[src/rtl/svc_fmt_iter.sv]
// Multi-mode message formatter: streams STR / lowercase HEX / unsigned DEC as one ASCII byte per beat.
// Optional DEC path (double-dabble) is built only when SVC_FMT_ITER_DEC_EN is defined.
module svc_fmt_iter #(
  parameter int MAX_STR_LEN = 16,
  parameter int MAX_BIN_LEN = 8,
  parameter int LEN_W       = $clog2(MAX_BIN_LEN+1)
)(
  input  logic                     clk,
  input  logic                     rst_n,
  input  logic                     s_valid,
  input  logic [MAX_STR_LEN*8-1:0] s_msg,
  input  logic [1:0]               s_mode,
  input  logic [LEN_W-1:0]         s_bin_len,
  output logic                     s_ready,
  output logic                     m_valid,
  output logic [7:0]               m_char,
  output logic                     m_last,
  input  logic                     m_ready
);
  localparam int MSG_W = MAX_STR_LEN*8;
  localparam int CUR_W = $clog2(4*MAX_STR_LEN);
  localparam logic [LEN_W-1:0] MAX_LEN = LEN_W'(MAX_BIN_LEN);

  localparam logic [1:0] IDLE = 2'd0, CONV = 2'd1, EMIT = 2'd2;
  localparam logic [1:0] K_STR = 2'd0, K_HEX = 2'd1;
`ifdef SVC_FMT_ITER_DEC_EN
  localparam logic [1:0] K_DEC = 2'd2;
  localparam int BIN_W = MAX_BIN_LEN*8;
  localparam int BIT_W = $clog2(BIN_W+1);
  localparam int NDIG  = (BIN_W*30103 + 99999) / 100000;
`endif

  logic [1:0]       state, kind, kind_in;
  logic [MSG_W-1:0] msg_q;
  logic [CUR_W-1:0] cur, nxt_cur, hi, hex_top;
  logic [LEN_W-1:0] len_c;
  logic [7:0]       nxt_char;
  logic             nz;

  function automatic logic [7:0] hexc(input logic [3:0] n);
    return (n < 4'd10) ? (8'h30 + {4'h0, n}) : (8'h57 + {4'h0, n});
  endfunction

  assign s_ready = rst_n && (state == IDLE);

  always_comb begin
    kind_in = K_STR;
    if (s_mode == 2'd1) kind_in = K_HEX;
    else if (s_mode == 2'd2) begin
`ifdef SVC_FMT_ITER_DEC_EN
      kind_in = K_DEC;
`else
      kind_in = K_HEX;
`endif
    end
    len_c   = (s_bin_len > MAX_LEN) ? MAX_LEN : s_bin_len;
    hex_top = CUR_W'({len_c, 1'b0}) - CUR_W'(1);
    nz      = |s_msg;
    hi      = '0;
    for (int i = 0; i < MAX_STR_LEN; i++)
      if (s_msg[8*i +: 8] != 8'h00) hi = CUR_W'(i);
  end

`ifdef SVC_FMT_ITER_DEC_EN
  logic [BIN_W-1:0]  sh_q;
  logic [4*NDIG-1:0] bcd_q, bcd_adj, bcd_nx;
  logic [BIT_W-1:0]  bits_q;
  logic [CUR_W-1:0]  msd;

  // One double-dabble step: add 3 to digits >= 5, then shift in the next binary MSB.
  always_comb begin
    bcd_adj = bcd_q;
    for (int d = 0; d < NDIG; d++)
      if (bcd_q[4*d +: 4] > 4'd4) bcd_adj[4*d +: 4] = bcd_q[4*d +: 4] + 4'd3;
    bcd_nx = (bcd_adj << 1) | (4*NDIG)'(sh_q[BIN_W-1]);
    msd = '0;
    for (int d = 0; d < NDIG; d++)
      if (bcd_nx[4*d +: 4] != 4'd0) msd = CUR_W'(d);
  end

  always_ff @(posedge clk) begin
    if (!rst_n) begin
      bcd_q  <= '0;
      sh_q   <= '0;
      bits_q <= '0;
    end else if (state == IDLE && s_valid) begin
      bcd_q  <= '0;
      sh_q   <= s_msg[BIN_W-1:0] << (BIN_W - 8*int'(len_c));
      bits_q <= BIT_W'({len_c, 3'b000});
    end else if (state == CONV) begin
      bcd_q  <= bcd_nx;
      sh_q   <= sh_q << 1;
      bits_q <= bits_q - BIT_W'(1);
    end
  end
`endif

  always_comb begin
    nxt_cur = cur - CUR_W'(1);
    case (kind)
      K_HEX:   nxt_char = hexc(msg_q[4*nxt_cur +: 4]);
`ifdef SVC_FMT_ITER_DEC_EN
      K_DEC:   nxt_char = 8'h30 + {4'h0, bcd_q[4*nxt_cur +: 4]};
`endif
      default: nxt_char = msg_q[8*nxt_cur +: 8];
    endcase
  end

  always_ff @(posedge clk) begin
    if (!rst_n) begin
      state   <= IDLE;
      kind    <= K_STR;
      msg_q   <= '0;
      cur     <= '0;
      m_valid <= 1'b0;
      m_char  <= 8'h00;
      m_last  <= 1'b0;
    end else begin
      case (state)
        IDLE: if (s_valid) begin
          msg_q <= s_msg;
          kind  <= kind_in;
          case (kind_in)
            K_HEX: if (len_c != '0) begin
              state   <= EMIT;
              m_valid <= 1'b1;
              m_char  <= hexc(s_msg[4*hex_top +: 4]);
              m_last  <= 1'b0;
              cur     <= hex_top;
            end
`ifdef SVC_FMT_ITER_DEC_EN
            K_DEC: if (len_c == '0) begin
              state   <= EMIT;
              m_valid <= 1'b1;
              m_char  <= 8'h30;
              m_last  <= 1'b1;
              cur     <= '0;
            end else state <= CONV;
`endif
            // An all-zero string stays in IDLE, so s_ready is back the next cycle.
            default: if (nz) begin
              state   <= EMIT;
              m_valid <= 1'b1;
              m_char  <= s_msg[8*hi +: 8];
              m_last  <= (hi == '0);
              cur     <= hi;
            end
          endcase
        end
`ifdef SVC_FMT_ITER_DEC_EN
        // Final shift also loads the MSD so m_valid lands 8*len+1 cycles after accept.
        CONV: if (bits_q == BIT_W'(1)) begin
          state   <= EMIT;
          m_valid <= 1'b1;
          m_char  <= 8'h30 + {4'h0, bcd_nx[4*msd +: 4]};
          m_last  <= (msd == '0);
          cur     <= msd;
        end
`endif
        EMIT: if (m_ready) begin
          if (m_last) begin
            state   <= IDLE;
            m_valid <= 1'b0;
            m_last  <= 1'b0;
          end else begin
            cur    <= nxt_cur;
            m_char <= nxt_char;
            m_last <= (nxt_cur == '0);
          end
        end
        default: state <= IDLE;
      endcase
    end
  end
endmodule

[config.mk]
export PLATFORM = sky130hd
export DESIGN_NAME = svc_fmt_iter
export DESIGN_NICKNAME = d
export VERILOG_FILES = /design/src/rtl/svc_fmt_iter.sv
export SDC_FILE = /design/constraint.sdc
export NUM_CORES = 1
export LEC_CHECK = 0
export ABC_CLOCK_PERIOD_IN_PS = 5300
export CAP_MARGIN = 20
export CORE_ASPECT_RATIO = 0.5
export CORE_MARGIN = 2
export CORE_UTILIZATION = 45
export DETAILED_ROUTE_END_ITERATION = 16
export PLACE_DENSITY = 0.7
export SLEW_MARGIN = 20
export SYNTH_ARGS = -nofsm -noshare
export SYNTH_HDL_FRONTEND = slang
export SYNTH_SLANG_ARGS = --single-unit
[constraint.sdc]
create_clock -name clk -period 5.3 [get_ports clk]
set_input_delay 0.795 -clock clk [delete_from_list [all_inputs] [get_ports clk]]
set_output_delay 0.795 -clock clk [all_outputs]
set_load 0.01 [all_outputs]
After elaboration in Yosys (flattened, before gate mapping)
Index checks and enable logic that the tools add are counted.
{"block": "op_classes", "eq_ne": 11, "n_lt_le_gt_ge": 3, "n_addsub": 6, "n_shift": 4, "muxes": 56, "reduce_logical": 27}
{"cell": "variable part select 128 x 10 -> 8 bit", "count": 2}
{"cell": "variable part select 128 x 9 -> 4 bit", "count": 2}
{"cell": "OR reduction 128 bit", "count": 1}
{"cell": "two-way mux 6 bit", "count": 20}
{"cell": "nonzero test 8 bit", "count": 15}
{"cell": "two-way mux 8 bit", "count": 9}
{"cell": "adder 7 x 4 -> 8 bit (first input constant)", "count": 2}
{"cell": "one-hot mux 8 bit (2 select lines)", "count": 1}
{"cell": "two-way mux 1 bit", "count": 15}
{"cell": "adder 6 x 4 -> 7 bit (first input constant)", "count": 2}
{"cell": "logical NOT 6 bit", "count": 2}
{"cell": "two-way mux 2 bit", "count": 6}
{"cell": "one-hot mux 6 bit (2 select lines)", "count": 1}
{"cell": "AND reduction 6 bit", "count": 2}
{"cell": "AND reduction 5 bit", "count": 2}
{"cell": "< comparator 4 bit (second input constant)", "count": 2}
{"cell": "!= test 2 bit (second input constant)", "count": 4}
{"cell": "equality test 2 x 1 -> 1 bit (second input constant)", "count": 3}
{"cell": "subtractor 5 x 1 -> 6 bit (second input constant)", "count": 1}
{"cell": "subtractor 6 x 1 -> 6 bit (second input constant)", "count": 1}
{"cell": "equality test 2 bit (second input constant)", "count": 2}
{"cell": "greater-than comparator 4 bit (second input constant)", "count": 1}
{"cell": "two-way mux 4 bit", "count": 1}
{"cell": "one-hot mux 1 bit (2 select lines)", "count": 2}
{"cell": "other kinds (8)", "count": 8}
{"block": "word_totals", "regBits": 148, "in_bits": 138}

Logic depth before layout (Yosys ltp)
{"block": "depth", "ltp_word": 21, "ltp_mapped": 18}

Worst setup path after synthesis
OpenSTA, ideal clock, no wires.
{"block": "synth_path", "kind": "register to register", "startpoint": "register cur[0]", "endpoint": "register m_char[1]", "t_required_ns": 5.242, "setup_time_ns": 0.058, "synth_period_minus_slack_ns": 4.252, "stages_incl_launch_ff": 18, "t_arrival_ns": 4.194, "slack_ns": 1.048, "path_cell_list": "dfxtp_1 -> buf_2 -> buf_4 -> buf_2 -> buf_2 -> inv_1 -> ha_1 -> clkbuf_1 -> clkbuf_1 -> mux4_2 -> mux4_2 -> nor2_1 -> nor2_1 -> nand2_1 -> ha_1 -> a211o_1 -> a41o_1 -> o21ba_1"}
{"block": "synth_via", "elab_chain_len": 8, "word_cells_on_any_way": 11}
{"item": "start: declaration", "line": "35", "text": "logic [CUR_W-1:0] cur, nxt_cur, hi, hex_top;"}
{"item": "start signal: assignment", "line": "129", "text": "cur <= hex_top;"}
{"item": "start signal: assignment", "line": "146", "text": "cur <= hi;"}
{"item": "start signal: assignment", "line": "166", "text": "cur <= nxt_cur;"}
{"item": "subtractor 6 x 1 -> 6 bit *", "line": "99", "text": "nxt_cur = cur - CUR_W'(1);"}
{"item": "variable part select 128 x 9 -> 4 bit", "line": "101", "text": "K_HEX: nxt_char = hexc(msg_q[4*nxt_cur +: 4]);"}
{"item": "adder 7 x 4 -> 8 bit, or another cell as far along", "line": "41", "text": "return (n < 4'd10) ? (8'h30 + {4'h0, n}) : (8'h57 + {4'h0, n});"}
{"item": "two-way mux 8 bit", "line": "41"}
{"item": "two-way mux 8 bit *", "line": "100", "text": "case (kind)"}
{"item": "two-way mux 8 bit *", "line": "161", "text": "if (m_last) begin"}
{"item": "two-way mux 8 bit *", "line": "160", "text": "EMIT: if (m_ready) begin"}
{"item": "one-hot mux 8 bit (2 select lines) *", "line": "119", "text": "case (state)"}
{"item": "end signal: assignment", "line": "127", "text": "m_char <= hexc(s_msg[4*hex_top +: 4]);"}
{"item": "end signal: assignment", "line": "144", "text": "m_char <= s_msg[8*hi +: 8];"}
{"item": "end signal: assignment", "line": "167", "text": "m_char <= nxt_char;"}
{"item": "end: declaration", "line": "16", "text": "output logic [7:0] m_char,"}
Every way passes the cells marked *; elsewhere a longest branch is shown, timed or not. The select of a mux whose other input is x is not followed.
A chain may end at the register's enable or synchronous reset.

Final worst setup path
{"block": "layout_path", "startpoint": "input port s_msg[20]", "endpoint": "register m_char[2]"}
{"block": "layout_via", "elab_chain_len": 20, "word_cells_on_any_way": 29}
{"item": "start: declaration", "line": "11", "text": "input logic [MAX_STR_LEN*8-1:0] s_msg,"}
{"item": "nonzero test 8 bit", "line": "61", "text": "if (s_msg[8*i +: 8] != 8'h00) hi = CUR_W'(i);"}
{"item": "two-way mux 6 bit (14 in a row)", "line": "61"}
{"item": "variable part select 128 x 10 -> 8 bit", "line": "144"}
{"item": "two-way mux 8 bit", "line": "141", "text": "default: if (nz) begin"}
{"item": "two-way mux 8 bit", "line": "123", "text": "case (kind_in)"}
{"item": "two-way mux 8 bit", "line": "120", "text": "IDLE: if (s_valid) begin"}
{"item": "one-hot mux 8 bit (2 select lines)", "line": "119"}
Several ways; a longest one is shown, not always the timed one. The select of a mux whose other input is x is not followed.

==> results.toml <==
[synth]
synthCells = 1109
synth.distinct_cells = 83
synth_flop_cell = "dfxtp_1"
yosysWarnings = 0
synth_edf_count = 0
ys_seq_area_frac = 0.2896
synth_top_area_frac = 0.2896
syn_nets = 1253
synthArstFlopShare = 0
synth_area_mm2 = 0.01002
synth_area_leaders = "dfxtp_1, mux4_2, nand2_1"
syn_avg_cell_area_um2 = 9.038
ys_seq_elements = 145
synth_top_cell_by_area = "dfxtp_1"

[flow_run]
cap_viol_max_count = 0

[clocking]
cts_tree = "yes"
path_clk_slew_ns = 0.06
postCtsHoldBufs = 0
postCtsSetupRepairBufs = 0
max-clock-path-buffers = 2
clk-insertion-delay-late_ns = 0.46
cts_num_sinks = 145
cts_resized = 0
cts_root_buffer = "clkbuf_16"
htree_levels = 4
cts_made_buffers = 17

[cells_and_area]
n_antenna_cell = 0
num-fill-cells = 1985
drive_gt1_frac = 0.1560
final_core_util = 0.5711
layout_commonest_cell = "nand2_1"
final_cell_mix = "nand2_1, clkdlybuf4s50_1, dfxtp_1, a21boi_0, mux4_2"
area_delta_synth_final_pct = 24.07
nNetsFinal = 1368

[floorplanning]
die_h_um = 109.5
core_area_mm2 = 0.02178
num_io_pins = 149
num_rows = 38
start_util = 0.4603
die-area_mm2 = 0.02356
die_w_um = 215.1

[critical_path]
arrival_ns = 5.07
slowest_stage = "o221ai_1"
crit_top_cell = "o221ai_1"
crit_type = "in2reg"
start_kind = "input pin"
path_cells = "clkdlybuf4s50_1 > or4_1 > a211oi_1 > o221ai_1 > a22oi_4 > nand4_2 > o221ai_1 > o22ai_1 > nor4_1 > nor3_1"
cp-end-kind = "register"
required_ns = 5.63
timing.reg2reg.setup_slack_ns = 1.08
cp_slowest_stage_delay_ns = 0.61
crit_fanout = 10

[drt]
ant_nets = 0
drt_iter0_drc = 1331
drc_errors = 0
routed_via_density = 6.509
vias = 10000
wire_per_inst_um = 28.50
wl_um = 43800
firstDrtPassIters = 5

[global_routing]
grt.total_usage = 0.3766
overflow = 0
antenna_found_initial = 0
grt_pass1_vias = 9333
grt_max_degree = 97
grt_pass1_wl_um = 63030

[power]
p_leak_nw = 4.491
irDropWorstVdd_mv = 0.2796
pwr_density_cell_mw_per_mm2 = 312.1
finalPower_mw = 3.881

[min_path]
min_path_type = "reg2reg"

[placed_design]
dpl.hpwl_um = 34360
finalWeightedCongestion = 1.070
port_buffers = 148

[timing]
drv_slew = 0
period_share = 0.8940
skew_ns = 0.008784
final-hold-violation-count = 0
hold_slack_ns = 0.4755
worst_pin_slew_ns = 0.8912
min_period_ns = 4.738
setup_viol = 0
finalSetupTns_ns = 0
fmax_ghz = 0.2110
relSlewSlack = 0.4038
rsz0062_at_grt = "no"

[run_status]
outcome = "finished clean"
## metrics by stage
| step | instance area (um^2) | cells | worst slack, ns |
|---|---|---|---|
| 2_1_floorplan | 10020 | 1109 | 1.048 |
| 3_3_place_gp | 11790 | 1505 | 0.4503 |
| 3_5_place_dp | 11790 | 1505 | 0.4148 |
| 4_1_cts | 12430 | 1537 | 0.8649 |
| 5_1_grt | 12440 | 1537 | 0.5868 |
| 6_report | 12440 | 1537 | 0.5617 |
## flip-flops by register name, indices dropped and copies added (netlist names)
| signal | cells |
|---|---|
| cur | 6 |
| kind | 1 |
| m_char | 8 |
| msg_q | 128 |
| m_valid | 1 |
| m_last | 1 |
## cell usage after synthesis (11+ instances only)
library cell and number:
nand2_1 306, dfxtp_1 145, a21boi_0 130, mux4_2 86, clkbuf_1 61, a21oi_1 32
mux2i_1 29, nor2_1 29, nor4_1 29, o21ai_0 20, mux2_2 19, nor3_1 13
nand3_1 11
## cell type report
class / instances / area, um^2 / area share
Timing Repair Buffer: 178 / 1729 / 0.1390
Tap cell: 300 / 375.4 / 0.03018
Clock inverter: 13 / 197.7 / 0.01590
Multi-Input combinational cell: 876 / 6761 / 0.5437
Sequential cell: 145 / 2907 / 0.2337
Inverter: 6 / 22.52 / 0.001811
Clock buffer: 19 / 442.9 / 0.03562
## kinds of logic (layout without fill, tap and decap cells)
group / Yosys count / count (layout) / share of synthesized area
multiplexers: 135 / 135 / 0.2462
adder cells (fa/ha/maj): 6 / 6 / 0.007490
XOR/XNOR: 12 / 12 / 0.01123
AO/OA/AOI/OAI: 276 / 276 / 0.2053
AND/OR/NAND/NOR: 447 / 447 / 0.2018
buffers and inverters: 88 / 216 / 0.03832
flip-flops: 145 / 145 / 0.2896
## critical path: cells and delay by family
| kind | cells | cell delay [ns] |
|---|---|---|
| AND/OR/NAND/NOR | 4 | 1.57 |
| AO/OA/AOI/OAI | 5 | 2.21 |
| buffers and inverters | 1 | 0.48 |
## layer usage
metal  up-vias  global-route usage  wire [um]
met1      4957              0.5408      19440
met3        69              0.1657       6263
li1       4367                   -          -
met4         0             0.09507        808
met5         -                   0          0
met2       611              0.5092      17300
## where the power goes
part	total [mW]	switching [mW]	internal, mW
clock	1.35	0.540	0.810
sequential	1.24	0.0718	1.17
combinational	1.29	0.743	0.544
## final timing paths
| check | start | end | cells after the start |
|---|---|---|---|
| max | s_msg[20] | m_char[2]$_SDFFE_PN0P_ | 10 |
| max reg2reg | cur[0]$_SDFFE_PN0P_ | m_char[4]$_SDFFE_PN0P_ | 13 |
| min reg2reg | msg_q[105]$_SDFFE_PN0P_ | msg_q[105]$_SDFFE_PN0P_ | 2 |
| min | msg_q[105]$_SDFFE_PN0P_ | msg_q[105]$_SDFFE_PN0P_ | 2 |
(Power assumes the default switching activity.)
